$ cat config.mk
export PLATFORM = sky130hd
export DESIGN_NAME = tt_um_unload
export DESIGN_NICKNAME = d
export VERILOG_FILES = /design/src/rtl/tt_um_unload.sv
export SDC_FILE = /design/constraint.sdc
export NUM_CORES = 1
export LEC_CHECK = 0
export CAP_MARGIN = 20
export CORE_ASPECT_RATIO = 0.5
export CORE_UTILIZATION = 51
export DETAILED_ROUTE_END_ITERATION = 10
export GPL_ROUTABILITY_DRIVEN = 0
export PLACE_DENSITY_LB_ADDON = 0.12
export SLEW_MARGIN = 20
export SYNTH_ARGS = -nofsm -noshare
export SYNTH_HDL_FRONTEND = slang
export SYNTH_SLANG_ARGS = --single-unit
$ cat constraint.sdc
create_clock -name clk -period 2.5 [get_ports clk]
set_clock_uncertainty 0.1 [all_clocks]
set_input_delay 0.5 -clock clk [delete_from_list [all_inputs] [get_ports clk]]
set_output_delay 0.5 -clock clk [all_outputs]
set_load 0.02 [all_outputs]
$ cat src/rtl/tt_um_unload.sv
// Weight readback streamer: snapshots the parallel weight bus on start and
// replays it LSB chunk first as OUT_WIDTH-bit beats over a valid/ready port.
module tt_um_unload #(
  parameter int MAX_IN_LEN  = 16,
  parameter int MAX_OUT_LEN = 8,
  parameter int OUT_WIDTH   = 8,
  localparam int W     = 2 * MAX_IN_LEN * MAX_OUT_LEN,
  localparam int N     = W / OUT_WIDTH,
  localparam int IDX_W = (N > 1) ? $clog2(N) : 1
) (
  input  logic                 clk,
  input  logic                 rst_n,
  input  logic                 ena,
  input  logic                 ui_start,
  input  logic [W-1:0]         ui_weights,
  input  logic                 ui_ready,
  output logic [OUT_WIDTH-1:0] uo_data,
  output logic                 uo_valid,
  output logic                 uo_last,
  output logic                 uo_busy,
  output logic                 uo_done
);

  typedef enum logic [1:0] {S_IDLE, S_SEND, S_DONE} state_t;

  localparam logic [IDX_W-1:0] LAST_IDX = IDX_W'(N - 1);

  state_t                          state_q, state_d;
  logic [IDX_W-1:0]                idx_q, idx_d;
  // Beat-indexed view of the snapshot so the output mux is a plain array select.
  logic [N-1:0][OUT_WIDTH-1:0]     shadow_q, shadow_d;

  always_comb begin
    state_d  = state_q;
    idx_d    = idx_q;
    shadow_d = shadow_q;
    case (state_q)
      S_IDLE: begin
        if (ui_start) begin
          shadow_d = ui_weights;
          idx_d    = '0;
          state_d  = S_SEND;
        end
      end
      S_SEND: begin
        if (ui_ready) begin
          if (idx_q == LAST_IDX) state_d = S_DONE;
          else                   idx_d   = idx_q + IDX_W'(1);
        end
      end
      S_DONE: begin
        state_d = S_IDLE;
        idx_d   = '0;
      end
      default: begin
        state_d = S_IDLE;
        idx_d   = '0;
      end
    endcase
    // Disable overrides everything: abort silently, no done pulse.
    if (!ena) begin
      state_d = S_IDLE;
      idx_d   = '0;
    end
  end

  always_ff @(posedge clk) begin
    if (!rst_n) begin
      state_q  <= S_IDLE;
      idx_q    <= '0;
      shadow_q <= '0;
    end else begin
      state_q  <= state_d;
      idx_q    <= idx_d;
      shadow_q <= shadow_d;
    end
  end

  // Outputs decode only registered state, so ui_ready never reaches them.
  always_comb begin
    uo_valid = (state_q == S_SEND);
    uo_busy  = (state_q == S_SEND);
    uo_done  = (state_q == S_DONE);
    uo_last  = (state_q == S_SEND) && (idx_q == LAST_IDX);
    uo_data  = (state_q == S_SEND) ? shadow_q[idx_q] : '0;
  end

endmodule
==> impl_metrics.tcl <==
set metrics [dict create \
    async_flop_share_pct 0 \
    finalWorstPathRequiredPeriod_ns 3.23 \
    grt-ovfl-total 0 \
    ys_types 33 \
    grt_first_pass_wirelength_um 53300 \
    leakagePower_nw 6.03 \
    reg2reg_depth 11 \
    place_inst 1826 \
    setup_viol 10 \
    rsz0062_at_grt "true" \
    ant_nets 0 \
    cts_tree "done" \
    synth_edf_count 0 \
    post-route-util_pct 72.6 \
    clock_sinks 263 \
    slowest_stage "mux4_2" \
    cp-startpoint "idx_q[1]" \
    clockRootBuffer "clkbuf_16" \
    min_period_over_period_pct 129 \
    min_from "rst_n" \
    synth_cells 1304 \
    path_depth 7 \
    vdd_drop_max_mv 0.348 \
    area_growth_pct 36.3 \
    first_pass_iters 5 \
    startpoint_type "flip-flop" \
    syn_nets 1567 \
    placed_area_um2 15000 \
    fin_area_um2 16100 \
    holdBufCountCts 0 \
    tightest_slew_ns 0.993 \
    ios 273 \
    syn_area_um2 11800 \
    critPathTopFamily "multiplexers" \
    worstSetupEndpoint "uo_data[6]" \
    cap_violations 0 \
    critical_path_class "flip-flop to output pin" \
    arrival_ns 2.63 \
    powerDensity_nw_per_um2 599 \
    synthFlopType "dfxtp_1" \
    track_usage_pct 28.9 \
    ys_seq_area_share_pct 44.5 \
    clk_latency_ns 0.52 \
    vias 10200 \
    r2r-start "idx_q[1]" \
    drive_above_1_share_pct 13.3 \
    avgSynthCellArea_um2 9.07 \
    grt_max_degree 258 \
    hold_path.class "input port to flip-flop" \
    max_slew_margin_pct 33.8 \
    portBuffers 272 \
    drv_slew 0 \
    dp_hpwl_um 25100 \
    finalHoldViolCount 0 \
    wl_um 34300 \
    start_util_pct 53.3 \
    path_clk_slew_ns 0.07 \
    drc 0 \
    cp_max_fo 6 \
    clock_tree.buffer_depth 3 \
    antenna_found_initial 1 \
    via_per_inst 5.41 \
    ys.warnings.count 0 \
    final_nets 1824 \
    regToRegEndpoint "idx_q[2]" \
    end_kind "output pin" \
    outcome "finished, violations left" \
    synth-seq-cells 263 \
    crit_top_cell "buf_12" \
    r2r_setup_slack_ns -0.06 \
    cp_slowest_stage_delay_ns 0.50 \
    failed_checks "negative setup slack" \
    wl_per_cell_um 18.3 \
    dieArea_um2 23800 \
    critical_path_buf_inv_count 3 \
    htree_levels 1 \
    initialDrtViolationCount 932 \
    cp.required_ns 1.90 \
    core-area_um2 22200 \
    num_antenna_cells 0 \
    die_y_um 110 \
    crit_chain "buf_12 > buf_12 > mux4_2 > mux2i_2 > o211ai_1 > and3_1 > buf_6" \
    fin_ws_ns -0.730 \
    timing.fmax_mhz 310 \
    grt_pass1_vias 10300 \
    die_x_um 217 \
    worst_hold_path.num_cells 3 \
    rows 38 \
    n_fill_cell 1618 \
    layoutNonFillerInstCount 1878 \
    numCtsBuffers 24 \
]
## per-stage QoR
stage               setup TNS (ns)  hold WS (ns)  setup WS, ns  power [mW]
global placement             -3.65         0.340        -0.465        5.85
CTS                          -5.18         0.254        -0.641        9.70
global route                 -6.48         0.289        -0.784        10.0
detailed placement           -3.75         0.342        -0.475        5.88
floorplan                        0         0.330         0.169        5.21
finish                       -5.88         0.284        -0.730        9.66
## cell usage after synthesis, types with 5 or more instances
| master | instances | area, um^2 |
|---|---|---|
| a21boi_0 | 199 | 1490 |
| a21boi_1 | 57 | 428 |
| a21oi_1 | 6 | 30.0 |
| a22oi_1 | 10 | 75.1 |
| and3_1 | 8 | 50.1 |
| buf_2 | 60 | 300 |
| clkbuf_1 | 40 | 150 |
| dfxtp_1 | 263 | 5270 |
| mux2i_1 | 22 | 220 |
| mux4_2 | 60 | 1350 |
| nand2_1 | 523 | 1960 |
| nor2_1 | 6 | 22.5 |
| nor2b_1 | 5 | 31.3 |
| o211ai_1 | 5 | 37.5 |
## kinds of logic after synthesis
family | Yosys count | share of synthesized area, %
buffers and inverters | 112 | 4.71
xor gates and xnor gates | 2 | 0.148
and+or+nand+nor | 551 | 18.0
AOI/OAI and AO/OA | 285 | 18.0
muxes | 89 | 14.5
adders and majority gates | 2 | 0.211
DFF | 263 | 44.5
## state kept, by name, summed over array words and instances (netlist names)
name	cells
idx_q	5
shadow_q	256
state_q	2
## cells in the final DEF, fill, tap and decap left out, types with 2 or more instances in the layout
cell             count
clkbuf_8             7
a221o_1              3
clkinv_2             4
mux4_1               3
clkdlybuf4s50_1    259
nand2_1            522
dfxtp_1            260
o211ai_1             5
a22oi_1              5
dfxtp_4              2
buf_6               10
a22oi_2              5
buf_4               48
clkinvlp_4           4
bufinv_16            2
mux2i_1             20
xor2_1               2
dlygate4sd2_1        3
clkbuf_16           26
mux2_2               3
inv_1                2
a21boi_0           199
a31oi_2              2
a21boi_1            57
and3_1               7
nor2_1               5
mux4_2              61
nor2b_1              4
buf_12              18
a21oi_1              5
## power by group
part           internal (mW)  switching (mW)  total (mW)
logic                  0.697           0.524        1.22
registers               4.43           0.157        4.59
clock network           2.24            1.61        3.85
total                   7.37            2.29        9.66
## layer usage
metal,vias to the layer above,wire [um],global-route usage (%),part of all wire [%]
li1,4910,-,-,-
met1,4899,14700,36.8,43
met2,310,16600,50.6,48
met3,45,2460,6.39,7.2
met4,2,556,6.24,1.6
met5,-,11,0,0.032
## repair_timing
| action | in CTS | in global routing |
|---|---|---|
| gates resized for setup | 71 | 19 |
| endpoints found under the setup margin | 13 | 13 |
| pin swaps | 11 | 9 |
| setup buffers | 5 | 4 |
| gates cloned | 1 | 1 |
## worst min-delay path by stage
stage	to	slack [ns]
2_1_floorplan	shadow_q[159]	0.33
3_3_place_gp	shadow_q[63]	0.34
3_5_place_dp	shadow_q[119]	0.34
4_1_cts	idx_q[0]	0.25
5_1_grt	idx_q[0]	0.29
6_report	idx_q[0]	0.28
## cell type report
class | count | area, um^2 | area share (%)
Multi-Input combinational cell | 929 | 6120 | 38.0
Sequential cell | 263 | 5270 | 32.7
Timing Repair Buffer | 341 | 3510 | 21.8
Clock buffer | 32 | 722 | 4.48
Tap cell | 300 | 375 | 2.33
Clock inverter | 11 | 119 | 0.737
Inverter | 2 | 7.51 | 0.0465
## tightest hold or removal path, stage by stage
cell and delay (ns):
buf_6 0.08, nand2_1 0.16, nor2_1 0.13
Power figures use the tool's default switching activity.
==> patch 1, RTL diff (same flow settings) <==
The 3 states of `state_t` get a one-hot encoding in 3 bits.
--- a/src/rtl/tt_um_unload.sv
+++ b/src/rtl/tt_um_unload.sv
@@ -21,7 +21,7 @@
   output logic                 uo_done
 );
 
-  typedef enum logic [1:0] {S_IDLE, S_SEND, S_DONE} state_t;
+  typedef enum logic [2:0] {S_IDLE = 3'b001, S_SEND = 3'b010, S_DONE = 3'b100} state_t;
 
   localparam logic [IDX_W-1:0] LAST_IDX = IDX_W'(N - 1);
 
Function: no difference found for any inputs over 4 cycles, from zero or initial values and one cycle with rst_n low; so few cycles prove little.
==> patch 1 against the unedited design <==
  * The run still ends with setup timing left
  * Sequential cell count rose by 1
  * Register-to-register slack gained 0.11 ns
  * Power grew 1.3%
  * Routed wire length rose by 1.1%
  * Design area increased by 2.4%
  * Final cell count rose by 2.2%
  * Setup slack improved by 0.12 ns
  * Synthesized area rose by 1.2%
  * Critical endpoint is now uo_data[2]
==> patch 1: results (changes against the unedited design) <==
* Peak supply drop at 461 µV (+33%)
* GRT met3 Usage at 0.0403 (-0.0236)
* Layout fillers at 1,754 (+8.4%)
* Worst Hold Path EP: shadow_q[26]
* Iteration-0 DRC count of the detailed router at 746 (-20%)
* Inverter count at 1 (-1)
* # clock sinks at 264 (+0.38%)
* Metal2 WL at 17.4 mm (+4.8%)
* Non-clk buf share at 0.221 (+0.00390)
* Fraction of area in multi-input gates at 0.384 (+0.00473)
* Biggest regs: shadow_q (256), idx_q (5), state_q (3)
* Commonest cells in the netlist: nand2_1, dfxtp_1, a21boi_0
* Worst reg2reg path depth at 12 (+1)
* Initial antenna violation count at 0 (-1)
* Top sig layer: met4
* Post-synthesis xor/xnor area fraction at 0.00146 (-0.0000179)
* Slew HR at 0.637 (+0.299)
* Violated checks: setup timing
* # clk buffers at 31 (-3.1%)
* Arr. time, crit path at 2.51 ns (-0.12 ns)
* Reg-to-reg endpoint: idx_q[0]
* CP Capture Point: uo_data[2]
* Post-Synth Adder-Cell Area at 0.00209 (-0.0000256)
* Total CTS buffers at 23 (-4.2%)
* Non-CTS buffers at 357 (+4.7%)
* Final wirelength at 34.7 mm (+1.1%)
* Worst R2R Start: idx_q[0]
* Fraction of area in clock buffers and inverters at 0.0504 (-0.00170)
* Slack of the critical path at -0.612 ns (+0.118 ns)
* Layout cell share with drive strength beyond 1 at 0.149 (+0.0157)
* CP max FO at 7 (+1)
* FF+latch area at 5290 µm² (+0.36%)
* Switching Share at 0.236 (-0.000683)
* Met3 WL post-DR at 1.93 mm (-22%)
* Fin Hold WS at 0.285 ns (+0.00165 ns)
* Status: finished, violations left
* Final setup fails at 9 (-1)
* Power per cell area at 593 nW/µm² (-1.1%)
* Pin count of the biggest net entering global routing at 153 (-41%)
* Metal-1 WL at 14.6 mm (about the same)
* Mux contribution to synthesized area at 0.124 (-0.0201)
* WHS Path Cells at 2 (-1)
* Clk power at 3920 µW (+2%)
* Syn nets at 1,592 (+1.6%)
* Yosys cell types at 43 (+30%)
* Leakage at 0.00611 µW (+1.3%)
* Post-DP HPWL at 25.7 mm (+2.1%)
* R2r setup slk at 0.05 ns (+0.11 ns)
* Multi-input gate count at 950 (+2.3%)
* Grt met2 use at 0.520 (+0.0137)
==> patch 1: changes by cell type in the layout (fill, tap and decap cells not counted), sizes merged, moves of 9 or more <==
| cell | delta |
|---|---|
| buf | +16 |
| mux2i | -13 |
| nand2 | +11 |
| a22oi | -10 |
| o2111ai | +9 |
==> patch 1: worst max-delay path, stage by stage, from the launching register on <==
cell and delay (ns):
dfxtp_4 0.40, buf_12 0.15, mux4_2 0.54, nand2_2 0.10, o2111ai_2 0.09, a221oi_2 0.33
buf_4 0.19, a211oi_4 0.04, buf_6 0.14
==> patch 1: metrics by stage <==
stage               instance area [µm²]  worst slack, ns  TNS, ns  cells
global placement                  15200           -0.533    -3.45   1865
global route                      16500           -0.660    -5.07   1920
CTS                               16400           -0.569    -4.51   1914
floorplan                         12000            0.143        0   1329
finish                            16500           -0.612    -4.59   1920
detailed placement                15200           -0.586    -3.94   1865
==> patch 1: repair_timing <==
action	CTS	global route
resized for setup	105	26
endpoints found under the setup margin	11	15
pin swaps	16	9
buffers inserted	8	7
gates cloned	2	1
==> patch 2, RTL diff (config.mk and constraints unchanged) <==
Made on the original files. Set the parameter `OUT_WIDTH` to 4 (it was 8).
--- a/src/rtl/tt_um_unload.sv
+++ b/src/rtl/tt_um_unload.sv
@@ -3,7 +3,7 @@
 module tt_um_unload #(
   parameter int MAX_IN_LEN  = 16,
   parameter int MAX_OUT_LEN = 8,
-  parameter int OUT_WIDTH   = 8,
+  parameter int OUT_WIDTH   = 4,
   localparam int W     = 2 * MAX_IN_LEN * MAX_OUT_LEN,
   localparam int N     = W / OUT_WIDTH,
   localparam int IDX_W = (N > 1) ? $clog2(N) : 1
Interface: changed (resized uo_data); port bits go from 273 to 269. No check against the original RTL was run, so the function may have changed too.
==> patch 2 against the unedited design <==
  * The flow still finishes with violations (setup timing)
  * Synthesized cell count grew 1.6%
  * Combinational power about the same
  * Setup slack gained 0.046 ns
  * Routed wire length is 1.6% lower
  * Design area rose by 0.10%
  * Count of clock-buffer cells in the layout rose by 2
  * Power decreased by 3.4%
  * Synthesized area is 0.15% higher
  * Non-clock buffer count rose by 14
  * Critical path depth is 1 higher
  * Sequential cell count up 1
  * First-iteration DRC count shrank 5.7%
  * Largest cell class unchanged
  * Largest power group unchanged
  * Highest routed layer is now met4
==> patch 2: results (changes against the unedited design) <==
* Status: finished, violations left
* Violated checks: setup timing
* Peak supply drop at 426 µV (+22%)
* Pin count of the biggest net entering global routing at 109 (-58%)
* Yosys Warn Count at 0 (unchanged)
* Sequential-to-total area share from yosys stat at 0.446 (+0.00103)
* # diodes at 0 (unchanged)
* Worst-path clk slew at 0.07 ns (about the same)
* Initial antenna violation count at 0 (-1)
* CP max-delay cell: mux4_2
* Syn nets at 1,587 (+1.3%)
* Vias in the first global route at 9,976 (-3.4%)
* Leakage at 0.00602 µW (about the same)
* Commonest cells in the netlist: nand2_1, dfxtp_1, a21boi_0
* H-tree depth at 1 (unchanged)
* Slack of the critical path at -0.684 ns (+0.0455 ns)
* Hold Path Class: in -> reg
* Yosys cell types at 47 (+42%)
* Slew HR at 0.667 (+0.328)
* Post-DP HPWL at 25.1 mm (-0.25%)
* Layout cell share with drive strength beyond 1 at 0.135 (+0.00179)
* Post-Route Setup TNS at -2.59 ns (+3.29 ns)
* Biggest regs: shadow_q (256), idx_q (6), state_q (2)
* Root buf cell: clkbuf_16
* Total track usage at 0.280 (-0.00847)
* DR vias/cell at 5.43 (+0.29%)
* CP max FO at 5 (-1)
* Port Buffers at 268 (-1.5%)
* Maximum clock path buffer count at 3 (unchanged)
* Nets at 1,857 (+1.8%)
* Top cells by area, synth: dfxtp_1, nand2_1, a21boi_0, mux4_2, clkbuf_1
* Total CTS buffers at 22 (-8.3%)
* Ys async rst share at 0 (unchanged)
* Iteration-0 DRC count of the detailed router at 879 (-5.7%)
* Global-route wire length before repair at 52.3 mm (-1.9%)
* Layout fillers at 1,668 (+3.1%)
* Routed WL per cell at 17.7 µm (-3.2%)
* Clock Latency Late Sink at 0.52 ns (about the same)
* Cell family with most CP delay: buffers and inverters
* Slowest Stage Delay on Critical Path at 0.52 ns (+0.02 ns)
* Arr. time, crit path at 2.58 ns (-0.05 ns)
* Drt first pass iters at 7 (+2)
* Final setup fails at 4 (-6)
* GR Overflow Total at 0 (unchanged)
==> patch 2: changes by cell type in the layout (fill, tap and decap cells not counted), sizes merged, moves of 4 or more <==
| cell | change |
|---|---|
| a22oi | -5 |
| and3 | -7 |
| buf | +14 |
| clkinvlp | -4 |
| mux2 | +4 |
| mux2i | -12 |
| nand2b | +5 |
| nor2 | +11 |
| o21ai | +6 |
| o221ai | +4 |
| o22ai | +6 |
==> patch 2: metrics by stage <==
| step | instances | setup WS (ns) | cell area [µm²] | power (µW) |
|---|---|---|---|---|
| detailed placement | 1862 | -0.661 | 15200 | 5880 |
| floorplan | 1325 | 0.00104 | 11900 | 5200 |
| finish | 1909 | -0.684 | 16100 | 9340 |
| CTS | 1909 | -0.696 | 16100 | 9360 |
| global placement | 1862 | -0.667 | 15200 | 5840 |
| global route | 1909 | -0.771 | 16100 | 9660 |
==> patch 2: final timing paths <==
check | from | to | slack [ns] | cells past startpoint
max | idx_q[0] | uo_data[3] | -0.68 | 8
min | rst_n | shadow_q[57] | 0.34 | 2
max reg2reg | idx_q[0] | idx_q[3] | 0.51 | 8
min reg2reg | shadow_q[78] | shadow_q[78] | 0.36 | 2
==> patch 2: where the power goes <==
part	total, µW	internal (µW)	switching, µW
sequential	4590	4440	143
combinational	1220	703	520
clock	3530	1990	1540
==> patch 2: repair_timing <==
item / in CTS / in global routing
cloned: 1 / 0
pin swaps: 4 / 3
hold buffers: 0 / 0
endpoints found under the setup margin: 5 / 5
setup buffers: 8 / 0
gates resized for setup: 53 / 14
==> patch 2: layer usage <==
layer	vias to the layer above	GRT usage	wire, µm
met1	4954	0.396	15500
li1	5001	-	-
met4	0	0.0614	587
met5	-	0	0
met2	372	0.442	14900
met3	37	0.0589	2760
==> patch 2: final cells by class <==
cell class	count	area, µm²	share of cell area
tap	300	375	0.0232
clock buffer	34	687	0.0425
sequential	264	5300	0.328
multi-input combinational	950	6140	0.381
inverter	2	8.76	0.000542
clock inverter	4	45.0	0.00279
timing repair buffer	355	3590	0.222
==> patch 2: kinds of logic (layout without fill, tap and decap cells) <==
kind of cell / after synthesis / after routing / share of synthesized area
AND/OR/NAND/NOR: 566 / 566 / 0.184
AO/OA/AOI/OAI: 299 / 299 / 0.188
flip-flops: 264 / 264 / 0.446
buffers and inverters: 111 / 395 / 0.0397
multiplexers: 80 / 80 / 0.138
XOR/XNOR: 4 / 4 / 0.00296
adder cells (fa/ha/maj): 1 / 1 / 0.00106
==> patch 2: worst register-to-register path: stages, from the launching register on <==
cell	delay (ns)
dfxtp_4	0.38
buf_12	0.16
buf_4	0.16
ha_2	0.19
buf_4	0.14
a41oi_1	0.35
o21ai_0	0.19
xor2_1	0.16
nor2_1	0.09
